[config.mk]
export PLATFORM = sky130hd
export DESIGN_NAME = ram_sync_dp
export DESIGN_NICKNAME = d
export VERILOG_FILES = /design/src/rtl/ram_pkg.sv /design/src/rtl/ram_clr_ctrl.sv /design/src/rtl/ram_sync_dp.sv
export SDC_FILE = /design/constraint.sdc
export NUM_CORES = 2
export LEC_CHECK = 0
export CORE_MARGIN = 8
export CORE_UTILIZATION = 40
export DETAILED_ROUTE_END_ITERATION = 16
export GPL_TIMING_DRIVEN = 0
export PLACE_DENSITY = 0.56
export SLEW_MARGIN = 20
export SYNTH_ARGS = -nofsm -noshare
export SYNTH_HDL_FRONTEND = slang
export SYNTH_HIERARCHICAL = 1
export SYNTH_SLANG_ARGS = --single-unit
[constraint.sdc]
create_clock -name clk -period 7.53 [get_ports clk]
set_input_delay 1.1295 -clock clk [delete_from_list [all_inputs] [get_ports clk]]
set_output_delay 1.1295 -clock clk [all_outputs]
set_load 0.1 [all_outputs]
[src/rtl/ram_pkg.sv]
// Shared types and constants for the dual-port synchronous RAM.
package ram_pkg;

  // Clear controller states
  typedef enum logic {
    ST_CLEAR = 1'b0,
    ST_READY = 1'b1
  } clr_state_e;

  // Same-address read-during-write behaviour
  localparam int RDW_OLD = 0;
  localparam int RDW_NEW = 1;

endpackage

[src/rtl/ram_clr_ctrl.sv]
// Clear sequencer: walks every word writing zero, then idles until the
// next clear request. busy is registered and tracks the CLEAR state.
module ram_clr_ctrl
  import ram_pkg::*;
#(
  parameter int DEPTH = 256,
  parameter int CNT_W = 8
) (
  input  logic             clk,
  input  logic             rst,
  input  logic             clr_req,
  output logic             busy,
  output logic             clr_go,
  output logic             clr_we,
  output logic [CNT_W-1:0] clr_addr
);

  localparam logic [CNT_W-1:0] LAST = CNT_W'(DEPTH - 1);

  clr_state_e       state;
  logic [CNT_W-1:0] clr_ptr;

  // A request is only honoured from READY; requests during CLEAR are ignored
  assign clr_go   = (state == ST_READY) && clr_req && !rst;
  // Clearing writes start on the first edge after rst falls
  assign clr_we   = (state == ST_CLEAR) && !rst;
  assign clr_addr = clr_ptr;

  // Clear FSM with registered busy; reset restarts the sweep from address 0
  always_ff @(posedge clk) begin
    if (rst) begin
      state   <= ST_CLEAR;
      clr_ptr <= '0;
      busy    <= 1'b1;
    end else begin
      case (state)
        ST_CLEAR: begin
          if (clr_ptr == LAST) begin
            state   <= ST_READY;
            clr_ptr <= '0;
            busy    <= 1'b0;
          end else begin
            clr_ptr <= clr_ptr + 1'b1;
          end
        end
        ST_READY: begin
          if (clr_req) begin
            state   <= ST_CLEAR;
            clr_ptr <= '0;
            busy    <= 1'b1;
          end
        end
        default: begin
          state   <= ST_CLEAR;
          clr_ptr <= '0;
          busy    <= 1'b1;
        end
      endcase
    end
  end

endmodule

[src/rtl/ram_sync_dp.sv]
// Simple dual-port synchronous RAM with byte enables, configurable read
// latency, selectable read-during-write behaviour and a self-clearing sweep.
module ram_sync_dp
  import ram_pkg::*;
#(
  parameter int ADDR_W   = 8,
  parameter int DATA_W   = 8,
  parameter int DEPTH    = 256,
  parameter int RD_LAT   = 1,
  parameter int RDW_MODE = 0
) (
  input  logic                clk,
  input  logic                rst,
  input  logic                clr_req,
  input  logic                wr_en,
  input  logic [ADDR_W-1:0]   wr_addr,
  input  logic [DATA_W-1:0]   wr_data,
  input  logic [DATA_W/8-1:0] wr_be,
  input  logic                rd_en,
  input  logic [ADDR_W-1:0]   rd_addr,
  output logic [DATA_W-1:0]   rd_data,
  output logic                rd_valid,
  output logic                busy
);

  localparam int              NBYTES  = DATA_W / 8;
  localparam int              MEM_AW  = (DEPTH > 1) ? $clog2(DEPTH) : 1;
  localparam logic [ADDR_W:0] DEPTH_X = (ADDR_W + 1)'(DEPTH);

  logic [DATA_W-1:0] mem [DEPTH];

  logic              clr_go, clr_we;
  logic [MEM_AW-1:0] clr_addr;
  logic [MEM_AW-1:0] widx, ridx;
  logic              wr_ok, rd_in_range, rd_acc, rd_take;
  logic [DATA_W-1:0] wr_merged, rd_word;

  ram_clr_ctrl #(
    .DEPTH (DEPTH),
    .CNT_W (MEM_AW)
  ) u_clr (
    .clk      (clk),
    .rst      (rst),
    .clr_req  (clr_req),
    .busy     (busy),
    .clr_go   (clr_go),
    .clr_we   (clr_we),
    .clr_addr (clr_addr)
  );

  assign widx        = wr_addr[MEM_AW-1:0];
  assign ridx        = rd_addr[MEM_AW-1:0];
  assign wr_ok       = wr_en && !busy && ({1'b0, wr_addr} < DEPTH_X);
  assign rd_in_range = {1'b0, rd_addr} < DEPTH_X;
  assign rd_acc      = rd_en && !busy;
  // A read landing on the same edge as an accepted clear is flushed too
  assign rd_take     = rd_acc && !clr_go;

  // Byte lanes not enabled keep the stored value
  for (genvar b = 0; b < NBYTES; b++) begin : g_merge
    assign wr_merged[b*8 +: 8] = wr_be[b] ? wr_data[b*8 +: 8] : mem[widx][b*8 +: 8];
  end

  // Storage update: the clear sweep owns the array while busy
  always_ff @(posedge clk) begin
    if (clr_we)
      mem[clr_addr] <= '0;
    else if (wr_ok)
      mem[widx] <= wr_merged;
  end

  // Read word selection: out-of-range reads return 0, optional write bypass
  always_comb begin
    rd_word = '0;
    if (rd_in_range) begin
      rd_word = mem[ridx];
      if (RDW_MODE == RDW_NEW && wr_ok && (wr_addr == rd_addr))
        rd_word = wr_merged;
    end
  end

  // Read pipeline: data registers only load alongside a valid so rd_data
  // holds between pulses
  logic [RD_LAT:1]   vld_pipe;
  logic [DATA_W-1:0] dat_pipe [RD_LAT:1];

  for (genvar s = 1; s <= RD_LAT; s++) begin : g_stage
    if (s == 1) begin : g_first
      // First stage captures the selected word
      always_ff @(posedge clk) begin
        if (rst) begin
          vld_pipe[1] <= 1'b0;
          dat_pipe[1] <= '0;
        end else begin
          vld_pipe[1] <= rd_take;
          if (rd_take) dat_pipe[1] <= rd_word;
        end
      end
    end else begin : g_next
      // Later stages shift forward; a clear flushes in-flight reads
      always_ff @(posedge clk) begin
        if (rst) begin
          vld_pipe[s] <= 1'b0;
          dat_pipe[s] <= '0;
        end else begin
          vld_pipe[s] <= vld_pipe[s-1] && !clr_go;
          if (vld_pipe[s-1] && !clr_go) dat_pipe[s] <= dat_pipe[s-1];
        end
      end
    end
  end

  assign rd_valid = vld_pipe[RD_LAT];
  assign rd_data  = dat_pipe[RD_LAT];

endmodule

* Yosys cells after proc, flatten, opt, wreduce, memory -nomap -nowiden
Memory sizes are Yosys's and may differ from the RTL's.
Index checks and enable logic that the tools add are counted.
** Cells by class
- Add/subtract/negate cells :: 1
- Eq/ne operators :: 4
- Mux-type cells :: 24
- Bitwise operators :: 2
- Reduce and logical (&&, ||, !) cells :: 12
** Operator list (number)
- two-way mux 8 bit :: 6
- case mux 8 bit (2 select lines) :: 1
- two-way mux 1 bit :: 15
- adder 8 x 1 -> 8 bit (second input constant) :: 1
- == test 8 bit (second input constant) :: 1
- OR reduction 8 bit :: 1
- logical AND 1 bit :: 6
- != test 2 bit (second input constant) :: 2
- case mux 1 bit (2 select lines) :: 2
- AND reduction 2 bit :: 2
- logical NOT 1 bit :: 3
- != test 1 bit (second input constant) :: 1
- NOT 1 bit :: 1
- bitwise OR 1 bit :: 1
** Storage, ports and cells
- Flip-flop bits (word level) :: 11
- RAM bits :: 2056
- Input bits :: 30
- Output and inout bits :: 10
- Logic and storage cells :: 49
- Memories kept :: 2
** Memories
- mem :: depth 256, bits a word 8, rd ports 1, clocked after Yosys merged registers in 0, write ports 1, line ram_sync_dp.sv:30 : logic [DATA_W-1:0] mem [DEPTH];
- dat_pipe :: depth 1, bits a word 8, rd ports 1, clocked after Yosys merged registers in 0, write ports 1, line ram_sync_dp.sv:85 : logic [DATA_W-1:0] dat_pipe [RD_LAT:1];

* Depth between registers and ports, before layout
- Depth in word-level cells :: 8
- Depth in mapped cells :: 12
- Depth with buffers taken out :: 8

* Hierarchy
Netlist, hierarchy kept.
** Modules (own cells, without submodules)
- ram_sync_dp :: instances 1, cells each 4037, area an instance 81109.0 µm², sequential area each 61759.2 µm²
- ram_clr_ctrl :: instances 1, cells each 59, area an instance 520.5 µm², sequential area each 200.2 µm²

* Worst setup path before layout
No wires, ideal clock.
- Kind :: input-to-reg
- Start :: input port rst
- End :: memory mem[0][0] (data pin)
- Setup time :: 870 ps
- Data arrival time :: 5546 ps
- Required time :: 6660 ps
- Slack :: 1115 ps
- Stages on the path :: 7
- Buffers on the path :: 3
- Path through :: clkbuf_2 > or2_4 > inv_1 > nor3_1 > buf_2 > clkbuf_1 > and2_1
** On the way
- Longest elaborated chain between the ends :: 7
** Ends and longest elaborated chain
- start, declared :: line ram_sync_dp.sv:13 : input logic rst,
- logical NOT 1 bit :: line ram_clr_ctrl.sv:26 : assign clr_we = (state == ST_CLEAR) && !rst;
- logical AND 1 bit :: line ram_clr_ctrl.sv:26
- via clr_we :: line ram_sync_dp.sv:32 : logic clr_go, clr_we;
- two-way mux 1 bit :: line ram_sync_dp.sv:66 : if (clr_we)
- two-way mux 1 bit (not written as such) :: line ram_sync_dp.sv:69 : mem[widx] <= wr_merged;
- AND reduction 2 bit (no source line)
- OR reduction 8 bit (no source line)
- two-way mux 8 bit (no source line)
- end, declared :: line ram_sync_dp.sv:30
The timed path passes the listed nets, and every way through them passes these cells.

* Worst setup path in the final report
- Start :: input port rd_addr[4]
- End :: memory dat_pipe[1][4] (data pin)
** On the way
- Longest elaborated chain between the ends :: 2
** Ends and longest elaborated chain
- start, declared :: line ram_sync_dp.sv:20 : input logic [ADDR_W-1:0] rd_addr,
- memory (256 x 8 bit)
- two-way mux 8 bit (no source line)
- end, declared :: line ram_sync_dp.sv:85
No other way between the ends.

==> results by group <==
STA
  • Fmax: around 0.17 GHz
  • Final Cycle Share: 79.0%
  • Final setup fails: 0
  • Worst slew margin: approximately 11%
  • Worst setup margin: between 1.5 and 2 ns
  • WHS: ~0.6 ns
  • Final Slew Violations: 0
  • Setup TNS: 0 ns
  • Final hold vios: 0
  • Final min period: around 6 ns
  • Worst slew pin tran: about 1.3 ns
  • Clock Skew: 0.0463 ns
  • RSZ-0062 raised after global routing: false

Min path
  • Hold Path Origin: u_clr/clr_addr[6]$_SDFFE_PP0P_
  • Hold EP: u_clr/clr_addr[6]$_SDFFE_PP0P_
  • Hold depth: 2
  • Hold crit path type: flop to flop

Worst setup path
  • R2R depth: 10
  • Crit path DAT: around 6.6 ns
  • Reg2reg setup slack: around 2.5 ns
  • RR Startpoint: u_clr/state$_SDFF_PP0_
  • R2R Path End: mem[64][3]$_DFFE_PP_
  • Required @ worst endpoint: 8.15 ns
  • Critical path fanouts, max: 10
  • Critical path class: input port to flop
  • CP endpoint kind: flop
  • Startpoint Class: input port

Synthesis
  • Primary FF master, synth: edfxtp_1
  • Post-Synthesis Cell Area: just over 80,000 sq um
  • Post-Synth Adder-Cell Area: 0.0153%
  • Synth area leaders: edfxtp_1 (76%), mux4_2 (9.8%), mux2i_1 (3.2%), nor2_1 (1.4%), mux4_1 (1.1%)
  • Seq/Total Area, Yosys: 75.9%
  • Syn Inst Count: 4,096
  • Net Count, Synth: 4,127
  • Synth area leader: edfxtp_1
  • Complex-gate fraction of the synthesized area: around 3.6%
  • Count of cell types in the netlist: slightly above 80
  • Yosys warning total: 6
  • Post-synthesis xor/xnor area fraction: less than 1%
  • Post-synthesis mux area share: between 10 and 15%
  • Post-synth top area share: 75.6%
  • Asr flop ratio synth: 0%
  • #FFs+latches synth: just over 2,000
  • EDFF count, synth: 2,056
  • Syn_area_per_cell: between 15 and 20 sq um
  • Simple-gate share of the synthesized area: under 10%
  • Largest family of logic cells by synthesized area: multiplexers

GRT
  • Tot GR Track Use: about 28%
  • Total grt overflow: 0
  • Largest net degree at the start of global routing: 74
  • Initial antenna violation count: 21
  • First-pass GRT wire length: 406,000 um
  • Vias in the first global route: around 44,000

Cells and area
  • # fillers: ~17,000
  • Cell area after layout: just over 90,000 sq um
  • Register area: roughly 62,000 sq um
  • Most common cell after layout, fill and taps aside: edfxtp_1
  • Util after Layout: 45.9%
  • Multi-input logic area: roughly 18,000 sq um
  • Most frequent cells in the layout: edfxtp_1 (2,056), mux4_2 (355), nor2_1 (296), mux2i_1 (259), clkbuf_16 (206)
  • Share of cells above drive strength 1: a little over a fifth
  • Final net count: around 4,400
  • Layout Area Growth over Synthesis: 14.5%

Detailed routing
  • 1st-pass router iterations: 7
  • DR DRC count: 0
  • Metal3 WL: slightly below 40,000 um
  • Met1 Wirelength: ~120,000 um
  • Met2 WL: 134,000 um
  • Post-Route WL: 312,000 um
  • Mean number of vias per cell: 6.44
  • Via count: ~47,000
  • DRT iter0 DRCs: roughly 8,500
  • Detail Route Antenna Nets: 0
  • Drt wl/cell: ~43 um
  • Top routing layer in use: met5

Run
  • Max-Cap Viols: 0

Power
  • Leakage: around 0.031 uW
  • Peak VDD IR: around 0.27 mV
  • Pwr/cell area: between 200 and 300 nW/um^2

Floorplanning
  • Core Area: 204,000 sq um
  • Die Y: approximately 470 um
  • Die W: around 470 um
  • Area of the die: 219,000 sq um
  • Row count: 166
  • Initial Utilization: between 40% and 50%
  • Ports: 40

CTS
  • CTS resizes: 0
  • Total CTS buffers: just over 200
  • CTS tree: yes
  • Worst skew pair latency: ~0.9 ns
  • Clk buf depth: 3
  • Sink Count: just over 2,000
  • CTS root buf: clkbuf_16
  • H-tree Lvls: 4
  • Post-CTS setup buffer count: 0
  • Hold_buf cts: 0
  • CTS clk-pin slew, worst paths: ~0.060 ns

Placement
  • Place WS: approximately 0.84 ns
  • PortBufs: 37
  • Routability Congestion: roughly 1
  • Dpl hpwl: 218,000 um
  • Placed instance area: 86,700 sq um

Outcome
  • Run status: finished, final reports clean
## power by group
part / switching (uW) / internal (uW)
Clock: 4650 / 5750
Sequential: 9.38 / 12500
Combinational: 988 / 402
Total: 5650 / 18600
## synth_stat cells, drive strengths merged (25+ instances only)
library cell / instances
o221ai: 89
nand2: 117
o22ai: 62
mux4: 390
nand4: 25
nor3: 80
nor2: 301
and2: 28
o21ai: 67
edfxtp: 2056
mux2i: 259
buf: 147
nand3: 37
a21oi: 53
a211oi: 33
clkbuf: 106
## per-stage QoR
stage | total power [uW] | cells
4_1_cts | 24200 | 7250
3_5_place_dp | 14100 | 6874
5_1_grt | 24600 | 7251
2_1_floorplan | 13300 | 4096
6_report | 24300 | 7268
3_3_place_gp | 14000 | 6821
## layout make-up
type | instances | share of cell area, %
clock buffer | 243 | 5.66
tap | 2688 | 3.60
timing repair buffer | 91 | 1.70
clock inverter | 133 | 1.53
sequential | 2067 | 66.3
antenna | 17 | 0.0455
buffer | 254 | 1.96
multi-input combinational | 1770 | 19.2
inverter | 5 | 0.0201
## routing by layer
metal  global-route usage (%)  up-vias
li1                         -    17700
met1                     36.4    24800
met5                    0.668        -
met2                     40.6     3507
met3                     9.93      826
met4                     15.8       12
## flip-flops by register name (all words and copies together) (netlist names)
register        cells
dat_pipe            8
u_clr/busy          1
u_clr/clr_addr      8
rd_valid            1
u_clr/state         1
mem              2048
## cells by family (layout without fill, tap and decap cells)
| group | count (synthesis) | count (layout) |
|---|---|---|
| flip-flops | 2067 | 2067 |
| AND/OR/NAND/NOR | 684 | 684 |
| multiplexers | 669 | 669 |
| AO/OA/AOI/OAI | 415 | 415 |
| buffers and inverters | 259 | 726 |
| adder cells (fa/ha/maj) | 1 | 1 |
| XOR/XNOR | 1 | 1 |
| other | 0 | 17 |
## how the worst max path moves through the flow
stage	from	end	slack [ns]	depth (start not counted)
6_report	rd_addr[4]	dat_pipe[1][4]$_SDFFCE_PN0P_	1.58	9
5_1_grt	rst	mem[96][4]$_DFFE_PP_	1.89	12
4_1_cts	rd_addr[4]	dat_pipe[1][3]$_SDFFCE_PN0P_	1.78	9
3_5_place_dp	rd_addr[4]	dat_pipe[1][3]$_SDFFCE_PN0P_	0.84	9
3_3_place_gp	rst	mem[126][0]$_DFFE_PP_	-4.49	8
2_1_floorplan	rst	mem[0][0]$_DFFE_PP_	1.11	7
## worst max-delay path: stages
cell             delay [ns]
clkdlybuf4s50_1        0.66
inv_2                  0.64
buf_2                  0.86
clkbuf_2               0.64
clkbuf_2               0.61
nor3_1                 0.15
o21ai_0                0.71
nand4_1                0.50
o22ai_1                0.57
No activity file was read; power rests on OpenSTA's default activity.
